===== src/rtl/shift_seq_pkg.sv =====
// shift_seq_pkg: shared state encoding and grant identifiers for shift_seq_arbiter.
package shift_seq_pkg;
  typedef enum logic [1:0] {IDLE, SHIFT, DONE} state_t;
  localparam logic GRANT_REQ0 = 1'b0;
  localparam logic GRANT_REQ1 = 1'b1;
endpackage


===== src/rtl/shift_seq_arbiter_piso_shifter.sv =====
// piso_shifter: parallel-load, enable-gated left shift register with MSB serial out.
module piso_shifter #(
  parameter int WIDTH = 8
) (
  input  logic             clk,
  input  logic             rst,
  input  logic             load,
  input  logic [WIDTH-1:0] data,
  input  logic             en,
  output logic             sout
);
  logic [WIDTH-1:0] shreg;
  always_ff @(posedge clk or posedge rst)
    if (rst) shreg <= '0;
    else if (load) shreg <= data;
    else if (en) shreg <= {shreg[WIDTH-2:0], 1'b0};
  assign sout = shreg[WIDTH-1];
endmodule


===== src/rtl/shift_seq_arbiter.sv =====
// shift_seq_arbiter: round-robin grant of two word producers onto one paced MSB-first serial shifter.
module shift_seq_arbiter
  import shift_seq_pkg::*;
#(
  parameter int WIDTH = 8,
  parameter int DIVW  = 8
) (
  input  logic             clk,
  input  logic             rst,
  input  logic             req0_valid,
  input  logic [WIDTH-1:0] req0_data,
  output logic             req0_ready,
  input  logic             req1_valid,
  input  logic [WIDTH-1:0] req1_data,
  output logic             req1_ready,
  input  logic [DIVW-1:0]  div,
  output logic             SO,
  output logic             bit_strobe,
  output logic             frame,
  output logic             grant_id,
  output logic             done
);
  localparam int CW = $clog2(WIDTH);
  localparam logic [CW-1:0] LAST_BIT = CW'(WIDTH - 1);
  state_t state, state_n;
  logic last_grant, win, accept, msb;
  logic [DIVW-1:0] div_q, tick;
  logic [CW-1:0] bitcnt;
  // Contention goes to whoever did not win last; a lone requester always wins.
  assign win = (req0_valid && req1_valid) ? ~last_grant : (req1_valid ? GRANT_REQ1 : GRANT_REQ0);
  assign req0_ready = (state == IDLE) && req0_valid && (win == GRANT_REQ0);
  assign req1_ready = (state == IDLE) && req1_valid && (win == GRANT_REQ1);
  assign accept = req0_ready || req1_ready;
  assign frame = (state == SHIFT);
  assign done = (state == DONE);
  assign bit_strobe = frame && (tick == div_q);
  assign SO = frame && msb;
  always_ff @(posedge clk or posedge rst)
    if (rst) state <= IDLE;
    else state <= state_n;
  always_comb
    state_n = (state == IDLE)  ? (accept ? SHIFT : IDLE) :
              (state == SHIFT) ? ((bit_strobe && bitcnt == '0) ? DONE : SHIFT) : IDLE;
  always_ff @(posedge clk or posedge rst)
    if (rst) begin
      last_grant <= GRANT_REQ1;
      grant_id <= GRANT_REQ0;
      div_q <= '0;
      tick <= '0;
      bitcnt <= '0;
    end else if (accept) begin
      last_grant <= win;
      grant_id <= win;
      div_q <= div;
      tick <= '0;
      bitcnt <= LAST_BIT;
    end else if (frame) begin
      tick <= bit_strobe ? '0 : tick + 1'b1;
      bitcnt <= bit_strobe ? bitcnt - 1'b1 : bitcnt;
    end
  piso_shifter #(.WIDTH(WIDTH)) u_shift (
    .clk(clk),
    .rst(rst),
    .load(accept),
    .data(win ? req1_data : req0_data),
    .en(bit_strobe),
    .sout(msb)
  );
endmodule

===== config.mk =====
export PLATFORM = sky130hd
export DESIGN_NAME = shift_seq_arbiter
export DESIGN_NICKNAME = d
export VERILOG_FILES = /design/src/rtl/shift_seq_pkg.sv /design/src/rtl/shift_seq_arbiter_piso_shifter.sv /design/src/rtl/shift_seq_arbiter.sv
export SDC_FILE = /design/constraint.sdc
export NUM_CORES = 1
export LEC_CHECK = 0
export ABC_AREA = 1
export BUFFER_PORTS_ARGS = -buffer_cell sky130_fd_sc_hd__buf_2
export CAP_MARGIN = 20
export CORE_AREA = 2 2 82 84
export CTS_CLUSTER_SIZE = 20
export DETAILED_ROUTE_END_ITERATION = 16
export DIE_AREA = 0 0 84 86
export GPL_TIMING_DRIVEN = 0
export PLACE_DENSITY = 0.58
export SLEW_MARGIN = 0
export SYNTH_ARGS = -nofsm -noshare
export SYNTH_HDL_FRONTEND = slang
export SYNTH_SLANG_ARGS = --single-unit

===== constraint.sdc =====
create_clock -name clk -period 4.5 [get_ports clk]
set_input_delay 0.45 -clock clk [delete_from_list [all_inputs] [get_ports clk]]
set_output_delay 0.45 -clock clk [all_outputs]
set_load 0.05 [all_outputs]

* Word-level counts from Yosys, hierarchy flattened
Index checks and enable logic that the tools add are counted.
Word-level totals: register bits 31, input bits 28, word-level logic and storage cells 43
Operators by class: add/subtract/negate cells 2, eq/ne operators 3, muxes and demuxes 15, bitwise logic cells 2, reductions and logical operators 14
Operators with widths (count):
- 8-bit 2-to-1 mux | 6
- 3-bit 2-to-1 mux | 3
- 8-bit by 1-bit adder with 8-bit output (second input constant) | 1
- 8-bit equality test | 1
- 1-bit logical AND | 8
- 2-bit 2-to-1 mux | 3
- 2-bit nonzero test | 2
- 3-bit zero test | 1
- 1-bit 2-to-1 mux | 3
- 3-bit by 1-bit subtractor with 3-bit output (second input constant) | 1
- 2-bit by 1-bit equality test with 1-bit output (second input constant) | 1
- 2-bit equality test (second input constant) | 1
- 2-bit zero test | 1
- 1-bit NOT | 2
- 2-bit AND reduction | 1
- 1-bit logical OR | 1

* Longest topological paths before layout
depth in word-level cells 7, mapped depth 11, mapped depth without buffers 10

* Cells and area by module
Synthesis repeated with hierarchy kept, for this count alone.
Second synthesis, totals: cells, all modules 253, area, all modules 1884.3 um^2
By module, submodules not included:
- shift_seq_arbiter | times used 1, cells an instance 209, area each 1503.9 um^2, sequential area each 576.8 um^2
- piso_shifter | times used 1, cells an instance 44, area each 380.4 um^2, sequential area each 200.2 um^2

* Worst setup path before layout
Ideal clock, no wire load.
path type register to output, start point register state[0], end point output bit_strobe, data arrival time 2.194 ns, data required time 4.050 ns, slack 1.856 ns, cell stages (with the launch flop) 7, path through dfrtp_1 -> inv_1 -> nor2_1 -> nand2_1 -> nor2_1 -> nand3_1 -> nor2_1
Between the ends: longest elaborated chain between the ends 2
Ends and longest elaborated chain:
- start: declaration | line shift_seq_arbiter.sv:25 | state_t state, state_n;
- start signal: assignment | line shift_seq_arbiter.sv:40 | else state <= state_n;
- 2-bit by 1-bit equality test with 1-bit output | line shift_seq_arbiter.sv:34 | assign frame = (state == SHIFT);
- via frame | line shift_seq_arbiter.sv:19 | output logic frame,
- 1-bit logical AND | line shift_seq_arbiter.sv:36 | assign bit_strobe = frame && (tick == div_q);
- end: declaration | line shift_seq_arbiter.sv:18 | output logic bit_strobe,
The timed path passes the listed nets, and every way through them passes these cells.

* Worst setup path in the final report
start point register state[1], end point output bit_strobe
Between the ends: longest elaborated chain between the ends 2
Ends and longest elaborated chain (line):
- 2-bit by 1-bit equality test with 1-bit output | shift_seq_arbiter.sv:34
- 1-bit logical AND | shift_seq_arbiter.sv:36
No other way between the ends.

==> run_results.csv <==
group,metric,value,unit
power,switching_share,24.16,%
setup_path,startpoint,"state[1]",
yosys,netlist_instances,283,
yosys,synth_nets,314,
global_routing,antenna_found_initial,0,
placed_design,placed_cell_area,0.002150,mm2
power,p_switching,0.1283,mW
timing,slew_headroom,50.73,%
yosys,seq_area_frac_synth,41.87,%
floorplan,core_area,0.006277,mm2
timing,rsz0062_at_grt,"no",
finish,antenna_cells,0,
timing,clock-skew-final,0.005398,ns
power,leakage,1.322,nW
finish,layout.nets,356,
global_routing,grt_overflow,0,
global_routing,grt_use_total,13.47,%
timing,holdWs,0.2814,ns
yosys,yosys-top-cells-area,"dfrtp_1 40%, nand2_1 27%, inv_1 7.1%, nor2_1 5.5%, nand3_1 5.4%",
routing,drt_iter0_markers,82,
finish,layout-drive-gt1-share,15.95,%
floorplan,die_area,0.007224,mm2
placed_design,dpl.hpwl,3.394,mm
placed_design,gp_congestion,0.8117,
setup_path,crit_arrival,1.81,ns
clock_tree,tritoncts,"built",
setup_path,end_kind,"output port",
power,share_comb_of_total_power,6.2,%
clock_tree,insertion_delay,0.28,ns
timing,worst_pin_slew,0.7383,ns
routing,drtPass1Iterations,4,
setup_path,critPathRequiredTime,4.05,ns
clock_tree,cts_max_level,2,
global_routing,grt_max_degree,18,
placed_design,io_buffers,34,
setup_path,max_stage_delay,0.40,ns
routing,via_per_inst,4.367,
setup_path,critPathMostFrequentCell,"nor2_1",
power,clkPwrFrac,41.0,%
power,peakVddDrop,0.0001308,V
yosys,syn_area,0.001856,mm2
routing,dr_total_vias,1760,
yosys,synth_top_area_cell,"dfrtp_1",
yosys,netlist.area_leader.share,40.46,%
setup_path,crit_end,"bit_strobe",
clock_tree,clk_pin_slew,0.07,ns
flow_run,maxCapViolCount,0,
global_routing,grt_pass1_vias,1800,
setup_path,path_cells,"nor2_1 -> nand2_1 -> nor2_1 -> nand3_1 -> nor2_1 -> buf_2",
clock_tree,postCtsSetupBuffers,0,
timing,setup_violations,0,
power,power.density,238.1,mW/mm2
floorplan,die_h,86,um
finish,fin_util,35.54,%
routing,wl_per_cell,10.68,um
setup_path,rr_startpoint,"last_grant",
routing,final_antenna_net_count,0,
setup_path,r2r-end,"u_shift.shreg[3]",
setup_path,reg2reg_slack,2.74,ns
floorplan,pin_count,35,
finish,finalInstanceArea,0.002231,mm2
setup_path,path_class,"flip-flop to output port",
power,seq_power_share,52.8,%
global_routing,grt_pass1_wl,7.879,mm
setup_path,cp_max_fo,6,
timing,period_share,50.15,%
setup_path,worstRegToRegCells,8,
yosys,ys_types,21,
clock_tree,clock-sinks,31,
routing,drc,0,
yosys,ys_seq_elements,31,
timing,report.final.slew_viol_count,0,
finish,area_growth,20.23,%
outcome,status,"completed",
timing,tns,0,ns
yosys,syn_avg_cell_area,6.557,um2
clock_tree,cts.path.max_buffers,2,
timing,max_freq,443.1,MHz
power,intPower,0.4029,mW
clock_tree,root_buffer,"clkbuf_8",
floorplan,die_w,84,um
yosys,ys_warn_count,0,
timing,hold_viol,0,
timing,fin_crit,2.257,ns
clock_tree,hold_buffers,0,
hold_path,hp-class,"input port to asynchronous set/reset pin",
clock_tree,cts-resized-gates,0,
clock_tree,cts_made_buffers,5,
floorplan,initial_core_util,29.56,%
floorplan,rows,29,
setup_path,worst_path_max_delay_cell,"dfrtp_1",
setup_path,critPathLaunchType,"flip-flop",
routing,totalWireLength,4.303,mm
power,power.total,0.5313,mW
==> flip-flops by register name, indices dropped and copies added (netlist names) <==
register / count
u_shift.shreg: 8
tick: 8
state: 2
div_q: 8
grant_id: 1
bitcnt: 3
last_grant: 1
==> worst max-delay path, delay by kind of cell (launching register included) <==
| family | cells | cell delay (ns) |
|---|---|---|
| simple gates | 5 | 0.82 |
| flops | 1 | 0.40 |
| buf+inv | 1 | 0.31 |
==> final cells by class <==
| class | count | area [um2] |
|---|---|---|
| Fill cell | 696 | 4046 |
| Clock inverter | 1 | 5.005 |
| Clock buffer | 7 | 76.32 |
| Sequential cell | 31 | 777.0 |
| Tap cell | 77 | 96.34 |
| Timing Repair Buffer | 35 | 197.7 |
| Multi-Input combinational cell | 208 | 898.4 |
| Buffer | 7 | 41.29 |
| Inverter | 37 | 138.9 |
==> power by group through the flow <==
stage / clock network [mW] / registers [mW] / logic [mW]
2_1_floorplan: 0 / 0.287 / 0.0135
3_3_place_gp: 0 / 0.286 / 0.0310
3_5_place_dp: 0 / 0.286 / 0.0342
4_1_cts: 0.220 / 0.280 / 0.0343
5_1_grt: 0.232 / 0.280 / 0.0384
6_report: 0.218 / 0.280 / 0.0331
==> placed cells by master (no fill, tap or decap), drive strengths merged <==
cell type	Yosys	routed
buf	5	40
xor2	1	1
nand3	20	20
nand4	7	7
dfrtp	30	30
a21oi	1	1
nor2	27	27
clkinv	0	1
ha	3	3
nand2	135	135
dfstp	1	1
nor3	2	2
inv	37	37
clkbuf	2	9
xnor2	1	1
o21ai	11	11
==> how the worst min path moves through the flow <==
stage / start / endpoint / slack (ns) / cells past startpoint
after floorplan: last_grant / last_grant / 0.45 / 2
after global placement: last_grant / last_grant / 0.46 / 2
after detailed placement: last_grant / last_grant / 0.46 / 2
after CTS: rst / u_shift.shreg[4] / 0.31 / 2
after global routing: rst / u_shift.shreg[4] / 0.34 / 2
final: rst / u_shift.shreg[4] / 0.28 / 2
==> metal layers <==
layer  wire [um]  track usage (%)
met4          38            3.959
met3         165            2.695
met1        1988            15.89
met2        2110            24.80
met5           0                0
==> metrics by stage <==
step	instances	setup slack, ns
2_1_floorplan	283	1.856
3_3_place_gp	394	2.507
3_5_place_dp	395	2.530
4_1_cts	403	2.216
5_1_grt	403	2.060
6_report	403	2.243
==> cells by family after synthesis <==
logic type               after synthesis  share of synthesized area (%)
buffers and inverters                 44                          9.710
AO/OA/AOI/OAI                         12                          3.844
XOR/XNOR                               2                         0.9442
AND/OR/NAND/NOR                      191                          41.61
adder cells (fa/ha/maj)                3                          2.023
flip-flops                            31                          41.87
==> cells in the mapped netlist <==
library cell / count
a21oi_1: 1
clkbuf_1: 2
buf_4: 1
o21ai_0: 10
buf_6: 1
nand2_1: 133
ha_1: 3
buf_2: 3
dfstp_2: 1
inv_1: 35
nor2_1: 27
nand4_1: 7
nand3_1: 20
xor2_1: 1
dfrtp_1: 30
o21ai_4: 1
nand2_2: 1
inv_2: 2
nor3_1: 2
xnor2_1: 1
nand2_4: 1
No activity file was read; power rests on OpenSTA's default activity.
